===== src/rtl/piezo_sound_sequencer.sv =====
// Piezo buzzer sequencer: turns game sound commands into timed square-wave tones.
// Handles priority preemption, a single pending slot and a three-note GAME OVER tune.
module piezo_sound_sequencer #(
    parameter int TICK_DIV  = 50000,
    parameter int HIT_HALF  = 25000,
    parameter int MISS_HALF = 62500,
    parameter int OVR_HALF0 = 47801,
    parameter int OVR_HALF1 = 63776,
    parameter int OVR_HALF2 = 95420,
    parameter int HIT_MS    = 50,
    parameter int MISS_MS   = 150,
    parameter int NOTE_MS   = 200,
    parameter int GAP_MS    = 10
) (
    input  logic       i_Clk,
    input  logic       i_Rst,
    input  logic [1:0] i_Sound_Cmd,
    input  logic       i_Mute,
    output logic       o_Piezo,
    output logic       o_Busy,
    output logic [1:0] o_Cur_Cmd
);

    localparam logic [15:0] TICK_M1 = 16'(TICK_DIV - 1);
    localparam logic [16:0] HIT_M1  = 17'(HIT_HALF - 1);
    localparam logic [16:0] MISS_M1 = 17'(MISS_HALF - 1);
    localparam logic [16:0] OVR0_M1 = 17'(OVR_HALF0 - 1);
    localparam logic [16:0] OVR1_M1 = 17'(OVR_HALF1 - 1);
    localparam logic [16:0] OVR2_M1 = 17'(OVR_HALF2 - 1);
    localparam logic [7:0]  HIT_D   = 8'(HIT_MS - 1);
    localparam logic [7:0]  MISS_D  = 8'(MISS_MS - 1);
    localparam logic [7:0]  NOTE_D  = 8'(NOTE_MS - 1);
    localparam logic [7:0]  GAP_D   = 8'(GAP_MS - 1);

    typedef enum logic [1:0] {
        IDLE,
        PLAY,
        GAP
    } state_t;

    state_t      state;
    logic [1:0]  prev_cmd;
    logic [1:0]  pending;
    logic [1:0]  note_idx;
    logic [16:0] phase_cnt;
    logic [15:0] tick_cnt;
    logic [7:0]  ms_cnt;
    logic        tone;

    logic [1:0]  req;
    logic [16:0] half_m1;
    logic [7:0]  dur_m1;
    logic        tick_end;
    logic        note_end;
    logic        gap_end;
    logic        go;
    logic [1:0]  go_cmd;
    logic [1:0]  idle_pend;

    // A request is a nonzero command that differs from last cycle's command
    always_comb begin
        req = 2'd0;
        if (i_Sound_Cmd != 2'd0 && i_Sound_Cmd != prev_cmd) begin
            req = i_Sound_Cmd;
        end
    end

    // Half-period and note length of whatever is sounding now
    always_comb begin
        half_m1 = HIT_M1;
        dur_m1  = HIT_D;
        case (o_Cur_Cmd)
            2'd2: begin
                half_m1 = MISS_M1;
                dur_m1  = MISS_D;
            end
            2'd3: begin
                dur_m1 = NOTE_D;
                case (note_idx)
                    2'd0:    half_m1 = OVR0_M1;
                    2'd1:    half_m1 = OVR1_M1;
                    default: half_m1 = OVR2_M1;
                endcase
            end
            default: ;
        endcase
    end

    assign tick_end = (tick_cnt == TICK_M1);
    assign note_end = tick_end && (ms_cnt == dur_m1);
    assign gap_end  = tick_end && (ms_cnt == GAP_D);

    // Decide whether a sound (re)starts this cycle and what pending becomes in IDLE
    always_comb begin
        go        = 1'b0;
        go_cmd    = 2'd0;
        idle_pend = pending;
        if (state == IDLE) begin
            if (req >= pending) begin
                go_cmd = req;
            end else begin
                go_cmd    = pending;
                idle_pend = req;
            end
            go = (go_cmd != 2'd0);
        end else if (req != 2'd0 && req >= o_Cur_Cmd) begin
            go     = 1'b1;
            go_cmd = req;
        end
    end

    // Sequencer state, timing counters and registered outputs
    always_ff @(posedge i_Clk or negedge i_Rst) begin
        if (!i_Rst) begin
            state     <= IDLE;
            prev_cmd  <= 2'd0;
            pending   <= 2'd0;
            note_idx  <= 2'd0;
            phase_cnt <= 17'd0;
            tick_cnt  <= 16'd0;
            ms_cnt    <= 8'd0;
            tone      <= 1'b0;
            o_Piezo   <= 1'b0;
            o_Busy    <= 1'b0;
            o_Cur_Cmd <= 2'd0;
        end else begin
            prev_cmd <= i_Sound_Cmd;
            if (go) begin
                state     <= PLAY;
                o_Cur_Cmd <= go_cmd;
                o_Busy    <= 1'b1;
                note_idx  <= 2'd0;
                phase_cnt <= 17'd0;
                tick_cnt  <= 16'd0;
                ms_cnt    <= 8'd0;
                tone      <= 1'b0;
                o_Piezo   <= 1'b0;
                if (state == IDLE) begin
                    pending <= idle_pend;
                end
            end else begin
                if (state != IDLE && req > pending) begin
                    pending <= req;
                end
                case (state)
                    PLAY: begin
                        if (note_end) begin
                            phase_cnt <= 17'd0;
                            tick_cnt  <= 16'd0;
                            ms_cnt    <= 8'd0;
                            tone      <= 1'b0;
                            o_Piezo   <= 1'b0;
                            if (o_Cur_Cmd == 2'd3 && note_idx < 2'd2) begin
                                state <= GAP;
                            end else begin
                                state     <= IDLE;
                                o_Busy    <= 1'b0;
                                o_Cur_Cmd <= 2'd0;
                            end
                        end else begin
                            tick_cnt <= tick_end ? 16'd0 : tick_cnt + 16'd1;
                            ms_cnt   <= ms_cnt + 8'(tick_end);
                            if (phase_cnt == half_m1) begin
                                phase_cnt <= 17'd0;
                                tone      <= ~tone;
                                o_Piezo   <= ~tone & ~i_Mute;
                            end else begin
                                phase_cnt <= phase_cnt + 17'd1;
                                o_Piezo   <= tone & ~i_Mute;
                            end
                        end
                    end
                    GAP: begin
                        o_Piezo <= 1'b0;
                        tone    <= 1'b0;
                        if (gap_end) begin
                            state     <= PLAY;
                            note_idx  <= note_idx + 2'd1;
                            phase_cnt <= 17'd0;
                            tick_cnt  <= 16'd0;
                            ms_cnt    <= 8'd0;
                        end else begin
                            tick_cnt <= tick_end ? 16'd0 : tick_cnt + 16'd1;
                            ms_cnt   <= ms_cnt + 8'(tick_end);
                        end
                    end
                    default: begin
                        tone    <= 1'b0;
                        o_Piezo <= 1'b0;
                    end
                endcase
            end
        end
    end

endmodule

===== config.mk =====
export PLATFORM = sky130hd
export DESIGN_NAME = piezo_sound_sequencer
export DESIGN_NICKNAME = d
export VERILOG_FILES = /design/src/rtl/piezo_sound_sequencer.sv
export SDC_FILE = /design/constraint.sdc
export NUM_CORES = 1
export LEC_CHECK = 0
export ABC_AREA = 1
export BUFFER_PORTS_ARGS = -buffer_cell sky130_fd_sc_hd__buf_2
export CAP_MARGIN = 20
export CORE_MARGIN = 8
export CORE_UTILIZATION = 45
export DETAILED_ROUTE_END_ITERATION = 12
export HOLD_SLACK_MARGIN = 0.02
export PLACE_DENSITY = 0.63
export SYNTH_ARGS = -nofsm -noshare
export SYNTH_HDL_FRONTEND = slang
export SYNTH_SLANG_ARGS = --single-unit

===== constraint.sdc =====
create_clock -name i_Clk -period 2.65 [get_ports i_Clk]
set_clock_uncertainty 0.15 [all_clocks]
set_input_delay 0.53 -clock i_Clk [delete_from_list [all_inputs] [get_ports i_Clk]]
set_output_delay 0.53 -clock i_Clk [all_outputs]
set_load 0.02 [all_outputs]

==> impl_metrics.py <==
metrics = {
    "clocking": {
        "cts_hold_buffers": 0,
        "cts_tree": "yes",
        "cts_made_buffers": 5,
        "clk_pin_slew_ns": 0.11,
        "clock_latency_ns": 0.32,
        "clock_path_buffers": 2,
        "cts_max_level": 2,
        "cts.sinks": 54,
        "clockRootBuffer": "clkbuf_8",
    },
    "layout": {
        "final_net_count": 676,
        "finalCoreUtilization": 0.558,
        "antennaDiodeCount": 0,
        "fin_cells": 767,
        "drive_above_1_share": 0.188,
        "syn2layout_area_growth_pct": 21.0,
        "fillCellCount": 823,
        "regArea_um2": 1350,
        "multi_input_area_um2": 2450,
        "final_cell_area_um2": 4850,
    },
    "routing": {
        "drt-pass1-iter-count": 5,
        "drc": 0,
        "drt_iter0_drc": 295,
        "ant_nets": 0,
        "vias_per_cell": 5.23,
        "vias": 4015,
        "wire_per_inst_um": 14.2,
        "wl_um": 10900,
    },
    "critical_path": {
        "r2r-end": "tick_cnt[14]$_DFFE_PN0P_",
        "startpoint_type": "register",
        "worstSetupEndpointType": "register",
        "worstPathRequired_ns": 2.71,
        "path_max_fanout": 6,
        "timing.rr.start": "prev_cmd[1]$_DFF_PN0_",
        "reg2reg_setup_slack_ns": 0.04,
        "crit_start": "prev_cmd[1]$_DFF_PN0_",
        "path_class": "register to register",
        "reg2reg_depth": 21,
        "crit_arrival_ns": 2.67,
    },
    "pwr": {
        "power_frac_seq": 0.230,
        "internal_power_mw": 2.53,
        "leakagePower_nw": 2.43,
        "peakVddDrop_mv": 0.807,
        "netSwitchingPower_mw": 2.19,
        "power_frac_clock": 0.124,
        "combPwrFrac": 0.647,
        "swShare": 0.464,
        "pwr_density_cell_nw_per_um2": 975,
        "total_power_mw": 4.73,
    },
    "placed_design": {
        "hpwl_um": 7470,
        "port_buffers": 8,
        "routabilityCongestion": 0.928,
        "placed_cell_area_um2": 4370,
        "placedCellCount": 745,
        "pre_cts_slack_ns": -0.288,
    },
    "timing": {
        "setup_ws_ns": 0.0404,
        "maxSlewViolCount": 0,
        "tightest_slew_ns": 0.698,
        "period_needed_ns": 2.61,
        "hold_violations": 0,
        "max_freq_mhz": 383,
        "final-setup-viol-count": 0,
        "post-route-period-util": 0.985,
        "relSlewSlack": 0.535,
        "holdWs_ns": 0.167,
        "rsz0062_at_grt": "yes",
        "tns_ns": 0,
    },
    "grt": {
        "grt_pass1_vias": 3571,
        "gr-total-overflow": 0,
        "antenna_found_initial": 0,
        "grt_pass1_wl_um": 16900,
        "track_usage": 0.172,
        "grt_max_degree": 55,
    },
    "synth": {
        "avgSynthCellArea_um2": 6.57,
        "async_flop_share": 1.00,
        "seq_area_frac_synth": 0.338,
        "syn_inst": 609,
        "synth-seq-cells": 54,
        "synthTopCellsByArea": "dfrtp_1, nand2_1, nand3_1",
        "netlist_area_um2": 4000,
        "synth.distinct_cells": 34,
        "yosysTopAreaCell": "dfrtp_1",
        "synth_warnings": 0,
        "synth_top_flop_cell": "dfrtp_1",
        "synth_top_area_share": 0.338,
        "synth_edf_count": 0,
        "synth_nets": 626,
    },
    "floorplan": {
        "dieArea_um2": 12200,
        "die_h_um": 110,
        "core_um2": 8680,
        "std_cell_rows": 34,
        "initial_core_util": 0.461,
        "die_x_um": 110,
        "io_pins": 9,
    },
    "job": {
        "max-cap-violations": 0,
    },
    "outcome": {
        "status": "finished clean",
    },
    "worst_hold_path": {
        "hold_path_class": "input port to asynchronous set/reset pin",
    },
}
[critical path: stages (launching register included)]
cell,delay (ns)
dfrtp_1,0.39
nand2_1,0.07
nand2_1,0.05
nand2_1,0.09
nand2_2,0.08
nand2_2,0.09
inv_2,0.06
ha_4,0.24
nand2_4,0.08
nand3_4,0.10
o21bai_1,0.15
inv_1,0.07
nand2_2,0.08
inv_2,0.05
nand2_4,0.08
nand2_8,0.09
nand2_8,0.09
nor2_4,0.05
buf_12,0.16
clkbuf_16,0.16
nand2_1,0.05
nand2_1,0.05
[power groups by stage]
stage	sequential, mW	combinational [mW]	clock (mW)
finish	1.08	3.06	0.585
global route	1.10	3.32	0.629
CTS	1.08	2.33	0.601
detailed placement	1.09	2.31	0
global placement	1.09	2.29	0
floorplan	1.06	1.51	0
[sequential cells by signal, indices dropped and copies added (netlist names)]
register,cells
phase_cnt,17
tick_cnt,16
ms_cnt,8
note_idx,2
o_Cur_Cmd,2
pending,2
prev_cmd,2
state,2
o_Busy,1
o_Piezo,1
tone,1
[cell usage after synthesis (3+ instances only)]
| master | instances |
|---|---|
| xor2_1 | 13 |
| inv_2 | 7 |
| buf_6 | 4 |
| ha_1 | 12 |
| o21ai_0 | 22 |
| buf_2 | 4 |
| nand3_1 | 57 |
| nor3b_1 | 3 |
| nor3_1 | 11 |
| a21oi_1 | 11 |
| nand4_1 | 10 |
| nand3b_1 | 4 |
| dfrtp_1 | 54 |
| o22ai_1 | 4 |
| o21ai_1 | 8 |
| nor2_4 | 7 |
| nand2_4 | 4 |
| nor2_1 | 70 |
| nand2_1 | 211 |
| inv_1 | 73 |
[worst max path at each step]
stage,to,cells past startpoint
final,tick_cnt[14]$_DFFE_PN0P_,21
after floorplan,phase_cnt[10]$_DFFE_PN0P_,20
after detailed placement,tick_cnt[5]$_DFFE_PN0P_,20
after global placement,ms_cnt[7]$_DFFE_PN0P_,21
after CTS,phase_cnt[2]$_DFFE_PN0P_,19
after global routing,tick_cnt[1]$_DFFE_PN0P_,20
[logic make-up after synthesis]
group / share of synthesized area
AO/OA/AOI/OAI: 0.0681
buffers and inverters: 0.0978
flip-flops: 0.338
XOR/XNOR: 0.0328
AND/OR/NAND/NOR: 0.426
adder cells (fa/ha/maj): 0.0375
[layout by cell type, fill, tap and decap left out, types with 10 or more instances in the layout]
master | synthesis | layout
a21oi_1 | 11 | 11
buf_4 | 1 | 34
dfrtp_1 | 54 | 54
inv_1 | 73 | 70
nand2_1 | 211 | 191
nand2_2 | 2 | 19
nand3_1 | 57 | 54
nand4_1 | 10 | 10
nor2_1 | 70 | 66
nor3_1 | 11 | 10
o21ai_0 | 22 | 15
o21ai_1 | 8 | 12
xor2_1 | 13 | 13
[layer usage]
layer / routed length [um] / GRT usage / vias up
met5: 0 / 0 / -
met4: 149 / 0.0457 / 0
met3: 464 / 0.0215 / 16
li1: - / - / 2013
met2: 5180 / 0.281 / 123
met1: 5130 / 0.235 / 1863
[timing repair]
item / CTS / global route
cloned: 0 / 5
pin swaps: 0 / 22
endpoints found under the hold margin: 0 / 0
setup buffers: 0 / 10
resized for setup: 1 / 57
setup endpoints to repair: 2 / 52
[layout make-up]
cell class,count,area share
Sequential cell,54,0.279
Timing Repair Buffer,53,0.102
Clock buffer,6,0.0170
Tap cell,108,0.0279
Multi-Input combinational cell,465,0.506
Inverter,80,0.0625
Clock inverter,1,0.00620
Note: power is estimated with default switching activity, not from simulation.
